==> src/rtl/pc_redirect.sv <==
// Fetch PC sequencer: sequential advance, stall hold, one-cycle branch/jump redirect with IF/ID flush.
// Optional macro REDIRECT_COUNT_EN enables the free-running redirect counter on RedirectCount.
//
// state    | meaning
// ST_RUN   | normal fetch, execute-stage redirects accepted
// ST_FLUSH | cycle after a redirect, wrong-path execute instruction ignored
module pc_redirect #(
  parameter logic [31:0] RESET_PC = 32'h1000_0000
) (
  input  logic        Clock,
  input  logic        Reset,
  input  logic        Stall,
  input  logic        ExValid,
  input  logic        ExBranch,
  input  logic        ExJump,
  input  logic        Diverge,
  input  logic [31:0] BranchTarget,
  output logic [31:0] PC,
  output logic        FlushIF,
  output logic        FlushID,
  output logic        Redirect,
  output logic        MisalignedTarget,
  output logic [31:0] RedirectCount
);

  typedef enum logic {
    ST_RUN   = 1'b0,
    ST_FLUSH = 1'b1
  } state_t;

  state_t      r_state;
  logic [31:0] r_pc;
  logic        r_misaligned;
  logic        w_take;

  // Reset suppresses the redirect even if execute qualifies one in the same cycle.
  assign w_take = ExValid & (r_state == ST_RUN) & (ExJump | (ExBranch & Diverge)) & ~Reset;

  assign Redirect         = w_take;
  assign FlushIF          = w_take | Reset;
  assign FlushID          = w_take | Reset;
  assign PC               = r_pc;
  assign MisalignedTarget = r_misaligned;

  always_ff @(posedge Clock) begin
    if (Reset) begin
      r_state      <= ST_RUN;
      r_pc         <= RESET_PC;
      r_misaligned <= 1'b0;
    end else begin
      case (r_state)
        ST_RUN: begin
          if (w_take) begin
            r_state      <= ST_FLUSH;
            r_pc         <= {BranchTarget[31:2], 2'b00};
            r_misaligned <= |BranchTarget[1:0];
          end else begin
            r_state      <= ST_RUN;
            r_misaligned <= 1'b0;
            if (!Stall) r_pc <= r_pc + 32'd4;
          end
        end
        ST_FLUSH: begin
          r_state      <= ST_RUN;
          r_misaligned <= 1'b0;
          if (!Stall) r_pc <= r_pc + 32'd4;
        end
        default: begin
          r_state      <= ST_RUN;
          r_misaligned <= 1'b0;
        end
      endcase
    end
  end

`ifdef REDIRECT_COUNT_EN
  logic [31:0] r_redirect_count;

  always_ff @(posedge Clock) begin
    if (Reset) r_redirect_count <= 32'h0;
    else if (w_take) r_redirect_count <= r_redirect_count + 32'd1;
  end

  assign RedirectCount = r_redirect_count;
`else
  assign RedirectCount = 32'h0;
`endif

endmodule

==> config.mk <==
export PLATFORM = sky130hd
export DESIGN_NAME = pc_redirect
export DESIGN_NICKNAME = d
export VERILOG_FILES = /design/src/rtl/pc_redirect.sv
export SDC_FILE = /design/constraint.sdc
export NUM_CORES = 1
export LEC_CHECK = 0
export CORE_UTILIZATION = 37
export CTS_BUF_LIST = sky130_fd_sc_hd__clkbuf_2 sky130_fd_sc_hd__clkbuf_4 sky130_fd_sc_hd__clkbuf_8
export CTS_CLUSTER_SIZE = 20
export DETAILED_ROUTE_END_ITERATION = 7
export GPL_TIMING_DRIVEN = 0
export PLACE_DENSITY = 0.78
export SYNTH_ARGS = -nofsm -noshare
export SYNTH_HDL_FRONTEND = slang
export SYNTH_SLANG_ARGS = --single-unit
==> constraint.sdc <==
create_clock -name Clock -period 1.9 [get_ports Clock]
set_input_delay 0.285 -clock Clock [delete_from_list [all_inputs] [get_ports Clock]]
set_output_delay 0.285 -clock Clock [all_outputs]
set_load 0.005 [all_outputs]
==> impl_metrics.ini <==
[critical_path]
cp_top_family = simple AND/OR/NAND/NOR gates
r2r_end = PC[26]$_SDFF_PP0_
crit_path_top_delay_cell = or4_4
slowest_delay_ns = 0.56
r2r_slack_ns = -0.03
r2r_cells = 5
required_ns = 2.11
start_kind = flop
path_cells = nand3_4 > buf_6 > or4_4 > or4_4 > a311oi_2
critical_path_arrival_ns = 2.14
cp_common_cell = or4_4
critPathCaptureType = flop
r2r_start = PC[6]$_SDFF_PP0_
cp_max_fo = 4
critPathBufInv = 1
criticalPathCategory = reg -> reg

[sta]
rsz0062_at_grt = yes
finalSetupViolCount = 5
max_freq_ghz = 0.5191
period_share_pct = 101.4
hold_violations = 0
min_period_ns = 1.927
setup_ws_ns = -0.02657
slew_violations = 0
fin_skew_ns = 0.01516

[floorplan]
start_util_pct = 38.35
die_x_um = 77.55
die-area_um2 = 6014
num_io_pins = 107
core-area_um2 = 5507
rows = 27
fp.dieH_um = 77.55

[synth]
yosys_most_used_dff = dfxtp_1
synthCells = 258
ys_warn_count = 0
synth_top_family_by_area = simple AND/OR/NAND/NOR gates
synth_edf_count = 0
synth-simple-area-share_pct = 28.73
syn_area_um2 = 2112
yosysSeqAreaShare_pct = 30.33
synthMuxAreaShare_pct = 0.4739
ys_seq_elements = 32
synth-async-reset-ratio_pct = 0
synth-compound-area-share_pct = 16.59
synth-xor-area-share_pct = 5.391
synthAdderAreaFrac_pct = 0.5924
netlist-cell-type-count = 45
avgSynthCellArea_um2 = 8.186

[routing]
wire_per_inst_um = 13.57
route.vias.total = 2289
met3_length_um = 413
met1_length_um = 2611
vias_per_cell = 4.901
dr.pass1.iters = 4
drtIter0Drc = 67
drc = 0
wl_met2_um = 3242
antenna_left = 0
maxUsedRoutingLayer = met4
wl_um = 6339

[global_routing]
grt_overflow = 0
antenna_found_initial = 0
grt_max_degree = 12
grtUsageTotal_pct = 20.34
grt_pass1_wl_um = 9818
grt_pass1_vias = 2139

[cts]
insertion_delay_ns = 0.30
cts.sinks = 32
cts-root-buf = clkbuf_8
cts_buffers = 5
clockBufferDepth = 2
cts_tree = built
htreeDepth = 2
path_clk_slew_ns = 0.08

[finish]
multi_input_area_um2 = 1376
fin_cells = 467
syn_to_final_growth_pct = 67.42
post-route-cell-area_um2 = 3536
antennaDiodeCount = 0
drive_gt1_share_pct = 31.90
num-nets-final = 434
seqCellArea_um2 = 693.2
fill_cells = 472

[min_path]
hp-start = Reset
min_to = PC[25]$_SDFF_PP0_
min_path_cells = 3
min_path_type = in -> reg

[placed_design]
gp_congestion = 0.7957
io_buffers = 71
post-place-cells = 434
placed_cell_area_um2 = 3062
hpwl_um = 4205

[power_and_ir_drop]
power_density_nw_per_um2 = 527.2
vdd_drop_max_mv = 0.3151
power.leakage_uw = 0.001427

[run]
max_cap_viol_count = 0

[status]
violations = negative setup slack
outcome = complete, but fails checks
-- worst reg2reg max path, stage by stage, from the launching register on --
cell and delay [ns]:
dfxtp_4 0.38, nand3_4 0.08, buf_6 0.12, or4_4 0.56, or4_4 0.43, a311oi_2 0.26
-- timing repair --
item,in CTS,in global routing
setup endpoints to repair,17,19
hold buffers,0,0
resized for setup,26,34
setup buffers,18,7
pin swaps,16,9
-- how the worst max path moves through the flow --
stage                             end  slack [ns]              from  cells past startpoint
floorplan           PC[20]$_SDFF_PP0_       0.002  PC[2]$_SDFF_PP0_                      6
global placement    PC[21]$_SDFF_PP0_       -0.53             Stall                      6
detailed placement  PC[21]$_SDFF_PP0_       -0.56             Stall                      6
CTS                 PC[29]$_SDFF_PP0_       -0.02  PC[3]$_SDFF_PP0_                      6
global route        PC[26]$_SDFF_PP0_       -0.09  PC[6]$_SDFF_PP0_                      5
finish              PC[26]$_SDFF_PP0_       -0.03  PC[6]$_SDFF_PP0_                      5
-- cells in the final DEF (no fill, tap or decap), drive strengths merged, types with 2 or more instances in the layout --
cell type,n
buf,69
clkdlybuf4s50,67
conb,34
dfxtp,32
nor2,31
nand2,17
a211oi,14
xnor2,12
nand3,11
a311oi,11
o21ai,9
or3,9
clkbuf,9
nor3,8
inv,7
nand4,7
or4,7
nor4,6
a21oi,4
dlygate4sd2,3
o211ai,2
and4,2
nor2b,2
nand3b,2
nand4b,2
o31ai,2
-- state kept, by name (all words and copies together) (netlist names) --
register          cells
r_state               1
PC                   30
MisalignedTarget      1
-- synth_stat cells (3+ instances only) --
| library cell | count | area (um2) |
|---|---|---|
| buf_6 | 4 | 45.04 |
| nand2_1 | 17 | 63.81 |
| nor4_1 | 5 | 31.28 |
| inv_1 | 7 | 26.28 |
| nor3_1 | 8 | 40.04 |
| clkbuf_1 | 3 | 11.26 |
| a311oi_1 | 11 | 96.34 |
| buf_4 | 37 | 277.8 |
| nand4_1 | 5 | 31.28 |
| nor2_1 | 31 | 116.4 |
| o21ai_0 | 9 | 45.04 |
| nand3_1 | 11 | 55.05 |
| xnor2_1 | 12 | 105.1 |
| a211oi_1 | 14 | 105.1 |
| a21oi_1 | 4 | 20.02 |
| or4_1 | 5 | 37.54 |
| dfxtp_1 | 32 | 640.6 |
| or3_1 | 9 | 56.30 |
-- final cells by class --
cell class / instances / share of cell area [%]
Buffer: 47 / 10.08
Clock buffer: 6 / 2.159
Clock inverter: 2 / 0.3539
Inverter: 7 / 0.7431
Multi-Input combinational cell: 205 / 38.92
Sequential cell: 32 / 19.60
Tap cell: 72 / 2.548
Timing Repair Buffer: 96 / 25.58
-- power breakdown --
part / switching (uW) / leakage, uW / internal (uW)
Combinational: 191 / 0.00111 / 314
Clock: 275 / 0.0000446 / 270
Sequential: 85.3 / 0.000274 / 728
-- kinds of logic after synthesis --
kind of cell / after synthesis
simple gates: 108
buf+inv: 54
compound gates: 48
flops: 32
xor+xnor: 13
fa+ha+maj: 1
other cells: 1
mux: 1
-- layer usage --
metal,up-vias,track usage [%]
met5,-,0
met3,10,5.765
met2,86,35.22
met1,1055,23.64
li1,1138,-
met4,0,7.547
-- metrics by stage --
stage               power (uW)  setup slack [ns]  TNS (ns)  util (%)  hold WS, ns
floorplan                 1023          0.002336         0         -       0.3952
global placement          1250           -0.5259    -8.472     55.60       0.4999
detailed placement        1258           -0.5592    -9.924     55.60       0.5041
CTS                       1826          -0.01764  -0.04860     60.87       0.3323
global route              1947          -0.09245   -0.5179     64.21       0.3657
finish                    1864          -0.02657  -0.06014     64.21       0.3526
No activity file was read; power rests on OpenSTA's default activity.
